## config.mk

```make
export PLATFORM = sky130hd
export DESIGN_NAME = mac_host
export DESIGN_NICKNAME = d
export VERILOG_FILES = /design/src/rtl/mac_host.sv
export SDC_FILE = /design/constraint.sdc
export NUM_CORES = 1
export LEC_CHECK = 0
export CAP_MARGIN = 10
export CORE_MARGIN = 10
export CORE_UTILIZATION = 35
export CTS_CLUSTER_SIZE = 30
export DETAILED_ROUTE_END_ITERATION = 6
export PLACE_DENSITY = 0.61
export SYNTH_ARGS = -nofsm -noshare
export SYNTH_HDL_FRONTEND = slang
export SYNTH_SLANG_ARGS = --single-unit
```

## constraint.sdc

```tcl
create_clock -name clk -period 2.4 [get_ports clk]
set_clock_uncertainty 0.05 [all_clocks]
set_input_delay 0.24 -clock clk [delete_from_list [all_inputs] [get_ports clk]]
set_output_delay 0.24 -clock clk [all_outputs]
set_load 0.05 [all_outputs]
```

## src/rtl/mac_host.sv

```systemverilog
// Serial host initiator for the mac_fpga multiply-accumulate target.
// Turns CLEAR/MAC/READ requests into cmd/clk/din sequences and captures READ data from dout.
module mac_host #(
    parameter int unsigned WIDTH   = 16,
    parameter int unsigned CLK_DIV = 4
) (
    input  logic                 clk,
    input  logic                 reset_n,
    input  logic                 req,
    input  logic [1:0]           op,
    input  logic [WIDTH-1:0]     a_in,
    input  logic [WIDTH-1:0]     b_in,
    output logic                 busy,
    output logic                 done,
    output logic [2*WIDTH-1:0]   result,
    output logic [1:0]           mac_cmd,
    output logic                 mac_clk,
    output logic                 mac_din,
    input  logic                 mac_dout
);

    localparam int unsigned PW = (CLK_DIV > 1) ? $clog2(CLK_DIV) : 1;
    localparam int unsigned NW = $clog2(2 * WIDTH + 1);
    localparam int unsigned DW = 2 * WIDTH;

    localparam logic [PW-1:0] PhaseLast = PW'(CLK_DIV - 1);
    localparam logic [NW-1:0] LastMac   = NW'(2 * WIDTH);
    localparam logic [NW-1:0] LastRead  = NW'(2 * WIDTH - 1);

    localparam logic [1:0] OpClear = 2'b00;
    localparam logic [1:0] OpMac   = 2'b01;
    localparam logic [1:0] OpRead  = 2'b10;
    localparam logic [1:0] OpRsvd  = 2'b11;

    localparam logic [1:0] CmdClear  = 2'b00;
    localparam logic [1:0] CmdShift  = 2'b01;
    localparam logic [1:0] CmdLoad   = 2'b10;
    localparam logic [1:0] CmdRotate = 2'b11;

    typedef enum logic [1:0] {StIdle, StLow, StHigh, StFinish} state_e;

    state_e          state_q, state_d;
    logic [PW-1:0]   phase_q, phase_d;
    logic [NW-1:0]   period_q, period_d;
    logic [NW-1:0]   last_q, last_d;
    logic [1:0]      op_q, op_d;
    logic [DW-1:0]   data_q, data_d;
    logic [DW-1:0]   cap_q, cap_d;
    logic [DW-1:0]   result_q, result_d;
    logic [1:0]      cmd_q, cmd_d;
    logic            clk_q, clk_d;
    logic            din_q, din_d;

    always_ff @(posedge clk or negedge reset_n) begin
        if (!reset_n) begin
            state_q  <= StIdle;
            phase_q  <= '0;
            period_q <= '0;
            last_q   <= '0;
            op_q     <= OpClear;
            data_q   <= '0;
            cap_q    <= '0;
            result_q <= '0;
            cmd_q    <= CmdShift;
            clk_q    <= 1'b0;
            din_q    <= 1'b0;
        end else begin
            state_q  <= state_d;
            phase_q  <= phase_d;
            period_q <= period_d;
            last_q   <= last_d;
            op_q     <= op_d;
            data_q   <= data_d;
            cap_q    <= cap_d;
            result_q <= result_d;
            cmd_q    <= cmd_d;
            clk_q    <= clk_d;
            din_q    <= din_d;
        end
    end

    always_comb begin
        state_d  = state_q;
        phase_d  = phase_q;
        period_d = period_q;
        last_d   = last_q;
        op_d     = op_q;
        data_d   = data_q;
        cap_d    = cap_q;
        result_d = result_q;
        cmd_d    = cmd_q;
        clk_d    = clk_q;
        din_d    = din_q;

        case (state_q)
            StIdle: begin
                if (req && op != OpRsvd) begin
                    state_d  = StLow;
                    phase_d  = '0;
                    period_d = '0;
                    op_d     = op;
                    case (op)
                        OpClear: begin
                            cmd_d  = CmdClear;
                            data_d = '0;
                            din_d  = 1'b0;
                            last_d = '0;
                        end
                        OpMac: begin
                            // B goes out first so it finishes in the target's B register.
                            cmd_d  = CmdShift;
                            data_d = {a_in, b_in};
                            din_d  = b_in[0];
                            last_d = LastMac;
                        end
                        default: begin
                            cmd_d  = CmdRotate;
                            data_d = '0;
                            din_d  = 1'b0;
                            last_d = LastRead;
                        end
                    endcase
                end
            end
            StLow: begin
                if (phase_q == PhaseLast) begin
                    phase_d = '0;
                    state_d = StHigh;
                    clk_d   = 1'b1;
                    if (op_q == OpRead) begin
                        cap_d = {cap_q[DW-2:0], mac_dout};
                    end
                end else begin
                    phase_d = phase_q + 1'b1;
                end
            end
            StHigh: begin
                if (phase_q == PhaseLast) begin
                    phase_d = '0;
                    clk_d   = 1'b0;
                    data_d  = data_q >> 1;
                    if (period_q == last_q) begin
                        state_d = StFinish;
                        cmd_d   = CmdShift;
                        din_d   = 1'b0;
                        if (op_q == OpRead) begin
                            result_d = cap_q;
                        end
                    end else begin
                        state_d  = StLow;
                        period_d = period_q + 1'b1;
                        // Bit 1 is the next operand bit; it is already zero for the load period.
                        din_d    = data_q[1];
                        if (op_q == OpMac && period_q == LastRead) begin
                            cmd_d = CmdLoad;
                        end
                    end
                end else begin
                    phase_d = phase_q + 1'b1;
                end
            end
            StFinish: begin
                state_d = StIdle;
            end
            default: begin
                state_d = StIdle;
            end
        endcase
    end

    assign busy    = (state_q == StLow) || (state_q == StHigh);
    assign done    = (state_q == StFinish);
    assign result  = result_q;
    assign mac_cmd = cmd_q;
    assign mac_clk = clk_q;
    assign mac_din = din_q;

endmodule

```

==> results of run 1 <==
synth_stat cells (3+ instances only):
library cell / instances
dfrtp_1: 112
mux2_2: 64
nor2_1: 49
a21oi_1: 38
a22oi_1: 30
o21ai_0: 9
buf_2: 7
clkbuf_1: 7
ha_1: 7
nand2_1: 7
buf_1: 4
inv_1: 4
and3_1: 3
buf_6: 3
nand4_1: 3
or3_1: 3
cell type report:
cell class / count / area [um^2]
fillers: 1194 / 6883
clock buffers: 18 / 429.2
flip-flops and latches: 113 / 2829
multi-input cells: 239 / 1775
well taps: 176 / 220.2
clock inverters: 14 / 236.5
repair buffers: 84 / 854.6
inverters: 4 / 15.01
per-stage QoR:
stage	area (um^2)	instances	worst slack (ns)	hold slack, ns
floorplan	4722	377	0.3852	-0.1056
global placement	5685	615	0.2222	0.2006
detailed placement	5685	615	0.1987	0.2025
CTS	6360	648	0.2005	0.3024
global route	6360	648	0.01809	0.3294
finish	6360	648	0.2114	0.2939
repair_timing:
action | CTS | global route
gates resized for setup | 1 | 0
setup buffers | 0 | 0
hold endpoints to repair | 39 | 0
endpoints found under the setup margin | 1 | 0
hold buffers | 1 | 0
power groups by stage:
stage | combinational [mW] | sequential [mW] | clock (mW)
2_1_floorplan | 1.53 | 2.71 | 0
3_3_place_gp | 2.13 | 2.65 | 0
3_5_place_dp | 2.21 | 2.66 | 0
4_1_cts | 2.21 | 2.64 | 2.89
5_1_grt | 2.47 | 2.69 | 3.01
6_report | 2.18 | 2.64 | 2.83
metal layers:
metal / global-route usage (%) / vias up / part of all wire, %
met3: 5.166 / 13 / 7.9
li1: - / 1516 / -
met4: 4.970 / 0 / 1.5
met1: 14.50 / 1574 / 47
met5: 0 / - / 0
met2: 16.31 / 80 / 44
kinds of logic (layout without fill, tap and decap cells):
kind of cell,Yosys count,count (layout),share of synthesized area [%]
AO/OA/AOI/OAI,90,90,12.24
XOR/XNOR,2,2,0.3710
adder cells (fa/ha/maj),7,7,1.855
buffers and inverters,25,120,2.649
flip-flops,113,113,59.91
multiplexers,66,66,15.74
AND/OR/NAND/NOR,74,74,7.234
state kept, by name, indices dropped and copies added (netlist names), 2 cells and up:
| register | count |
|---|---|
| cap_q | 32 |
| op_q | 2 |
| state_q | 2 |
| last_q | 2 |
| result | 32 |
| phase_q | 2 |
| data_q | 31 |
| mac_cmd | 2 |
| period_q | 6 |
worst paths after layout:
path,startpoint,endpoint,slack (ns)
max in group asynchronous,reset_n,data_q[10]$_DFFE_PN0P_,1.28
max reg2reg,state_q[0]$_DFFE_PN0P_,period_q[4]$_DFFE_PN0P_,0.21
min in group clk,a_in[15],data_q[31]$_DFFE_PN0P_,0.33
max,state_q[0]$_DFFE_PN0P_,period_q[4]$_DFFE_PN0P_,0.21
min reg2reg,data_q[31]$_DFFE_PN0P_,data_q[31]$_DFFE_PN0P_,0.43
min,reset_n,result[19]$_DFFE_PN0P_,0.29
worst register-to-register path, cell delays in order, from the launching register on:
cell	delay, ns
dfrtp_1	0.41
inv_1	0.13
ha_1	0.33
nor2_1	0.12
a211oi_4	0.43
nand4_1	0.16
or3_1	0.32
a21oi_1	0.15
==> flow_summary.json, run 1 <==
{
  "path_class": "reg2reg",
  "root_buffer": "clkbuf_16",
  "ys_seq_elements": 113,
  "die_h_um": 136.2,
  "synth_area_per_cell_um2": 12.53,
  "p_int_mw": 5.163,
  "n_antenna_cell": 0,
  "final_nets": 504,
  "rsz0062_at_grt": "false",
  "drive_above_1_share_pct": 23.31,
  "crit_path_end_kind": "flip-flop",
  "wl_per_cell_um": 15.28,
  "grt.total_usage_pct": 11.40,
  "leakage_nw": 2.866,
  "layout_commonest_cell": "dfrtp_1",
  "grt_pass1_vias": 3309,
  "synth_area_um2": 4722,
  "cp_top_family": "simple AND/OR/NAND/NOR gates",
  "pwr-share-comb_pct": 28.5,
  "switching_share_pct": 32.49,
  "clock_sinks": 113,
  "ys_async_sr_fraction_pct": 100.0,
  "cts_made_buffers": 17,
  "final_cell_mix": "dfrtp_1, clkdlybuf4s50_1, mux2_2",
  "drt_first_pass_iters": 4,
  "synth_area_leaders": "dfrtp_1, mux2_2, a22oi_1, a21oi_1, nor2_1",
  "startpoint_type": "flip-flop",
  "drt_wl_total_um": 9899,
  "max_freq_mhz": 456.9,
  "gp_congestion": 0.7728,
  "tns_ns": 0,
  "seq_power_share_pct": 34.5,
  "yosys_warnings": 0,
  "antenna_left": 0,
  "path_max_fanout": 8,
  "max-vdd-ir-drop_mv": 0.9036,
  "path_clk_slew_ns": 0.06,
  "ys.flop_type": "dfrtp_1",
  "yosysSeqAreaShare_pct": 59.91,
  "drv_cap": 0,
  "path_buf_inv": 1,
  "drtIter0Drc": 165,
  "critPathArrivalTime_ns": 2.47,
  "cp_slowest_stage_delay_ns": 0.43,
  "worstMarginPinSlew_ns": 0.6694,
  "setup_viol": 0,
  "port_buffers": 75,
  "slew_viol_final": 0,
  "remaining_drc_errors": 0,
  "core_um2": 13240,
  "cp_data_required_time_ns": 2.68,
  "slew-limit-headroom_pct": 55.10,
  "min_period_over_period_pct": 91.19,
  "clk_latency_ns": 0.41,
  "die_w_um": 136.2,
  "fin_util_pct": 48.03,
  "status": "completed",
  "powerDensity_nw_per_um2": 1203,
  "fin_crit_ns": 2.189,
  "reg2regPathDepth": 7,
  "clockPowerShare_pct": 37.0,
  "synth_edf_count": 0,
  "crit_cells": 7,
  "syn-num-nets": 422,
  "yosys.area.top_type_share_pct": 59.35,
  "num_rows": 42,
  "dieArea_um2": 18540,
  "num_vias": 3183,
  "htreeDepth": 4,
  "hold_viol": 0,
  "cp_slowest_cell": "a211oi_4",
  "syn_inst": 377,
  "yosys.area.top_type": "dfrtp_1",
  "cts_tree": "yes",
  "netSwitchingPower_mw": 2.485,
  "io_pins": 76,
  "yosysUniqueCellTypes": 38,
  "cts.path.max_buffers": 2,
  "power_mw": 7.649,
  "antenna_found_initial": 0,
  "vias_per_cell": 4.912,
  "crit_chain": "inv_1 -> ha_1 -> nor2_1 -> a211oi_4 -> nand4_1 -> or3_1 -> a21oi_1",
  "syn2layout_area_growth_pct": 34.68,
  "grt_max_degree": 62,
  "start_util_pct": 35.66,
  "grt_pass1_wl_um": 16890,
  "hpwl_um": 6756,
  "hp-class": "in2async",
  "grt-ovfl-total": 0
}
(Power assumes the default switching activity.)
==> run 2, diff against run 1 <==
--- a/config.mk
+++ b/config.mk
@@ -6,11 +6,13 @@
 export NUM_CORES = 1
 export LEC_CHECK = 0
 export CAP_MARGIN = 10
+export CELL_PAD_IN_SITES_DETAIL_PLACEMENT = 0
+export CELL_PAD_IN_SITES_GLOBAL_PLACEMENT = 1
 export CORE_MARGIN = 10
 export CORE_UTILIZATION = 35
 export CTS_CLUSTER_SIZE = 30
 export DETAILED_ROUTE_END_ITERATION = 6
-export PLACE_DENSITY = 0.61
+export PLACE_DENSITY = 0.72
 export SYNTH_ARGS = -nofsm -noshare
 export SYNTH_HDL_FRONTEND = slang
 export SYNTH_SLANG_ARGS = --single-unit
==> run 2 against run 1 <==
Non-clock buffer count grew 2. Hold slack lost 0.038 ns. Count of clock-buffer cells in the layout grew 4. Combinational power is essentially flat. Sequential power is essentially flat. Largest power group is now sequential cells. Highest routed layer unchanged.
==> flow_summary.json, run 2 (synthesis gave the netlist of run 1 again) <==
{
  "status": "completed",
  "clk_latency_ns": 0.41,
  "cts_made_buffers": 17,
  "path_clk_slew_ns": 0.05,
  "drt_wl_total_um": 9959,
  "slew_viol_final": 0,
  "io_pins": 76,
  "path_max_fanout": 9,
  "drv_cap": 0,
  "hpwl_um": 6839,
  "n_antenna_cell": 0,
  "grt_max_degree": 63,
  "fin_util_pct": 47.61,
  "hold_viol": 0,
  "tns_ns": 0,
  "htreeDepth": 4,
  "max_freq_mhz": 462.5,
  "clock_sinks": 113,
  "p_int_mw": 4.833,
  "cts.path.max_buffers": 2,
  "rsz0062_at_grt": "false",
  "switching_share_pct": 33.59,
  "post-cts-setup-buffers": 0,
  "syn2layout_area_growth_pct": 33.52,
  "antenna_found_initial": 0,
  "path_class": "reg2reg",
  "remaining_drc_errors": 0,
  "grt-ovfl-total": 0,
  "port_buffers": 75,
  "layout_commonest_cell": "dfrtp_1",
  "pwr-share-comb_pct": 30.0,
  "startpoint_type": "flip-flop",
  "final_cells": 650,
  "power_mw": 7.278,
  "antenna_left": 0,
  "gp_congestion": 0.7554,
  "fin_hold_ws_ns": 0.2558,
  "cp_data_required_time_ns": 2.68,
  "clockPowerShare_pct": 33.7,
  "drt_first_pass_iters": 4,
  "core_um2": 13240,
  "critPathArrivalTime_ns": 2.44,
  "crit_path_end_kind": "flip-flop",
  "slew-limit-headroom_pct": 65.30,
  "num_vias": 3241,
  "powerDensity_nw_per_um2": 1154,
  "final_cell_mix": "dfrtp_1, clkdlybuf4s50_1, mux2_2",
  "grt.total_usage_pct": 11.32,
  "grt_pass1_wl_um": 16660,
  "drive_above_1_share_pct": 23.42,
  "numPlacedInstances": 617,
  "hp-class": "in2async",
  "wl_per_cell_um": 15.32,
  "netSwitchingPower_mw": 2.445,
  "grt_pass1_vias": 3356,
  "leakage_nw": 2.857,
  "drtIter0Drc": 207,
  "num_rows": 42,
  "die_h_um": 136.2,
  "root_buffer": "clkbuf_16",
  "fillers": 1216,
  "worstMarginPinSlew_ns": 0.5188,
  "dieArea_um2": 18540,
  "reg2regPathDepth": 7,
  "max-vdd-ir-drop_mv": 0.9758,
  "setup_viol": 0,
  "start_util_pct": 35.66,
  "vias_per_cell": 4.986,
  "fin_crit_ns": 2.162,
  "cts_tree": "yes",
  "min_period_over_period_pct": 90.09,
  "seq_power_share_pct": 36.3,
  "final_nets": 506,
  "die_w_um": 136.2
}
run 2: changes by cell type in the layout (fill, tap and decap cells not counted):
| cell | previous run | this run |
|---|---|---|
| buf_12 | 3 | 4 |
| buf_4 | 6 | 7 |
| bufinv_16 | 6 | 2 |
| clkbuf_1 | 1 | 2 |
| clkbuf_8 | 0 | 3 |
| clkinv_2 | 2 | 5 |
| clkinv_4 | 0 | 1 |
| clkinvlp_4 | 5 | 2 |
| inv_6 | 1 | 0 |
run 2: what timing repair did:
| action | in CTS | in global routing |
|---|---|---|
| endpoints found under the hold margin | 30 | 0 |
| setup endpoints to repair | 1 | 0 |
| gates resized for setup | 1 | 0 |
| hold buffers | 1 | 0 |
run 2: layer usage:
layer  routed length [um]  up-vias  GRT usage, %
met1                 4577     1616         13.85
li1                     -     1525             -
met2                 4460       82         16.95
met3                  731       18         4.834
met4                  189        0         5.148
met5                    0        -             0
run 2: per-stage QoR:
step / setup WS [ns] / area (um^2)
floorplan: 0.3852 / 4722
global placement: 0.2364 / 5713
detailed placement: 0.1636 / 5713
CTS: 0.2276 / 6305
global route: 0.005863 / 6305
finish: 0.2378 / 6305
run 2: power groups by stage:
stage	clock network (mW)	registers, mW	logic [mW]
CTS	2.51	2.64	2.22
detailed placement	0	2.66	2.23
global placement	0	2.65	2.16
floorplan	0	2.71	1.53
finish	2.45	2.64	2.18
global route	2.61	2.70	2.47
run 2: worst max-delay path, stage by stage (launching register included):
cell and delay [ns]:
dfrtp_1 0.41, inv_1 0.13, ha_1 0.33, nor2_1 0.12, a211oi_4 0.39, nand4_1 0.16
or3_1 0.33, a21oi_1 0.16
run 2: final cells by class:
type	count	area (um^2)	share of cell area (%)
inverter	4	15.01	0.2381
sequential	113	2829	44.87
multi-input combinational	239	1775	28.16
timing repair buffer	86	882.1	13.99
clock inverter	10	108.9	1.727
tap	176	220.2	3.493
clock buffer	22	474.2	7.521
run 2: worst paths after layout:
kind / startpoint / endpoint / slack (ns)
worst max-delay path: state_q[0]$_DFFE_PN0P_ / period_q[5]$_DFFE_PN0P_ / 0.24
worst min-delay path: reset_n / cap_q[18]$_DFFE_PN0P_ / 0.26
worst max register to register: state_q[0]$_DFFE_PN0P_ / period_q[5]$_DFFE_PN0P_ / 0.24
worst min register to register: data_q[31]$_DFFE_PN0P_ / data_q[31]$_DFFE_PN0P_ / 0.43
max in group asynchronous: reset_n / data_q[2]$_DFFE_PN0P_ / 1.31
min in group clk: a_in[15] / data_q[31]$_DFFE_PN0P_ / 0.34
==> run 3, diff against run 2 <==
--- a/config.mk
+++ b/config.mk
@@ -5,14 +5,16 @@
 export SDC_FILE = /design/constraint.sdc
 export NUM_CORES = 1
 export LEC_CHECK = 0
+export ABC_AREA = 1
 export CAP_MARGIN = 10
 export CELL_PAD_IN_SITES_DETAIL_PLACEMENT = 0
 export CELL_PAD_IN_SITES_GLOBAL_PLACEMENT = 1
+export CORE_ASPECT_RATIO = 0.7
 export CORE_MARGIN = 10
 export CORE_UTILIZATION = 35
 export CTS_CLUSTER_SIZE = 30
 export DETAILED_ROUTE_END_ITERATION = 6
-export PLACE_DENSITY = 0.72
+export PLACE_DENSITY = 0.74
 export SYNTH_ARGS = -nofsm -noshare
 export SYNTH_HDL_FRONTEND = slang
 export SYNTH_SLANG_ARGS = --single-unit
==> run 3 against run 2 <==
Synthesized cell count grew 32%. Global-route usage grew 0.52 points. Sequential cell count is the same. Sequential power shrank 6%. Largest cell class unchanged.
==> flow_summary.json, run 3 <==
{
  "layout_commonest_cell": "nand2_1",
  "syn-num-nets": 543,
  "hold_viol": 0,
  "seq_power_share_pct": 34.5,
  "wl_per_cell_um": 14.23,
  "met2RoutedLength_um": 5168,
  "slew_viol_final": 0,
  "yosysSeqAreaShare_pct": 57.65,
  "grt_pass1_vias": 3741,
  "wl_met3_um": 291,
  "clock_sinks": 113,
  "drv_cap": 0,
  "synth_area_leaders": "dfrtp_1, nand2_1, o21ai_0, mux2_2, a22oi_1",
  "final_cell_mix": "nand2_1, dfrtp_1, o21ai_0",
  "path_max_fanout": 4,
  "tns_ns": 0,
  "rr_startpoint": "state_q[0]$_DFFE_PN0P_",
  "startpoint_type": "flip-flop",
  "final_nets": 626,
  "gp_congestion": 0.7744,
  "endpoint": "busy",
  "drtIter0Drc": 190,
  "synth_area_per_cell_um2": 9.854,
  "pwr-share-comb_pct": 28.2,
  "topRoutingLayerUsed": "met4",
  "antenna_left": 0,
  "crit_path_end_kind": "output pin",
  "drt_wl_total_um": 11150,
  "hpwl_um": 7747,
  "drive_above_1_share_pct": 14.14,
  "yosys.area.top_type_share_pct": 57.11,
  "yosysUniqueCellTypes": 34,
  "yosysMostFrequentCell": "nand2_1",
  "max_freq_mhz": 472.0,
  "p_int_mw": 4.736,
  "synth_edf_count": 0,
  "ys_async_sr_fraction_pct": 100.0,
  "powerDensity_nw_per_um2": 1104,
  "post-place-ws_ns": 0.3772,
  "clockPowerShare_pct": 37.3,
  "yosys.area.top_type": "dfrtp_1",
  "status": "completed",
  "netSwitchingPower_mw": 2.467,
  "start_util_pct": 35.49,
  "port_buffers": 75,
  "fin_hold_ws_ns": 0.3168,
  "power_mw": 7.203,
  "grt.total_usage_pct": 11.84,
  "drt-met1-wl_um": 5578,
  "setup_viol": 0,
  "post-cts-setup-buffers": 0,
  "crit_start": "state_q[0]$_DFFE_PN0P_",
  "dieArea_um2": 19230,
  "clk_latency_ns": 0.39,
  "yosys_warnings": 0,
  "setup_ws_ns": 0.2813,
  "grt_pass1_wl_um": 19070,
  "ys_seq_elements": 113,
  "cts_tree": "yes",
  "cts.path.max_buffers": 2,
  "fillers": 1302,
  "htreeDepth": 4,
  "slew-limit-headroom_pct": 61.09,
  "r2r_setup_slack_ns": 0.40,
  "min_period_over_period_pct": 88.28,
  "n_antenna_cell": 0,
  "final_cell_area_um2": 6525,
  "leakage_nw": 3.138,
  "switching_share_pct": 34.25,
  "fin_util_pct": 47.19,
  "die_h_um": 119.1,
  "synth_common_cells": "nand2_1, dfrtp_1, o21ai_0",
  "syn_inst": 498,
  "ys.flop_type": "dfrtp_1",
  "num_vias": 3644,
  "rsz0062_at_grt": "false",
  "path_clk_slew_ns": 0.06,
  "cp_data_required_time_ns": 2.11,
  "fin_crit_ns": 2.119,
  "io_pins": 76,
  "final_cells": 784,
  "grt-ovfl-total": 0,
  "reg2regPathDepth": 9,
  "max-vdd-ir-drop_mv": 0.5253,
  "grt_max_degree": 44,
  "remaining_drc_errors": 0,
  "num_rows": 36,
  "syn2layout_area_growth_pct": 32.97,
  "hp-class": "in2async",
  "synth_area_um2": 4907,
  "die_w_um": 161.5,
  "path_class": "reg2out",
  "r2r-end": "period_q[4]$_DFFE_PN0P_",
  "root_buffer": "clkbuf_16",
  "drt_first_pass_iters": 4,
  "worstMarginPinSlew_ns": 0.5818,
  "vias_per_cell": 4.648,
  "antenna_found_initial": 0,
  "dpl-instance-area_um2": 5879,
  "core_um2": 13830,
  "cts_made_buffers": 17,
  "critPathArrivalTime_ns": 1.83,
  "numPlacedInstances": 751
}
[run 3: logic make-up (layout without fill, tap and decap cells)]
group           Yosys count  in the layout  share of synthesized area [%]
simple gates            178            178                          15.07
compound gates          114            114                          12.95
flops                   113            113                          57.65
buf+inv                  52            148                          4.844
mux                      32             32                          7.343
fa+ha+maj                 7              7                          1.785
xor+xnor                  2              2                         0.3570
[run 3: critical path, stage by stage, from the launching register on]
cell,delay [ns]
dfrtp_1,0.39
inv_1,0.12
ha_1,0.36
dlygate4sd2_1,0.57
[run 3: cell type report]
type                            count  area [um^2]  area share [%]
Multi-Input combinational cell    333         1841           28.21
Sequential cell                   113         2829           43.36
Tap cell                          190        237.7           3.643
Timing Repair Buffer               89        879.6           13.48
Clock inverter                     12        180.2           2.761
Clock buffer                       20        456.7           6.999
Inverter                           27        101.3           1.553
[run 3: metal layers]
metal,vias to the layer above,global-route usage (%)
met2,54,18.17
met5,-,0
met3,9,2.443
met1,1751,16.34
li1,1830,-
met4,0,3.912
[run 3: how the worst min path moves through the flow]
stage / startpoint / to / depth (start not counted)
2_1_floorplan: reset_n / cap_q[0]$_DFFE_PN0P_ / 0
3_3_place_gp: reset_n / result[18]$_DFFE_PN0P_ / 1
3_5_place_dp: reset_n / result[20]$_DFFE_PN0P_ / 1
4_1_cts: reset_n / result[20]$_DFFE_PN0P_ / 2
5_1_grt: reset_n / result[20]$_DFFE_PN0P_ / 2
6_report: reset_n / result[20]$_DFFE_PN0P_ / 2
[run 3: what timing repair did]
action,in CTS,in global routing
resized for setup,1,0
hold buffers,1,0
setup endpoints to repair,1,0
endpoints found under the hold margin,41,0
[run 3: power by group through the flow]
stage	Clock (mW)	Combinational, mW	Sequential, mW
floorplan	0	1.33	2.61
global placement	0	2.03	2.50
detailed placement	0	2.06	2.51
CTS	2.75	2.06	2.49
global route	2.83	2.29	2.53
finish	2.68	2.03	2.48
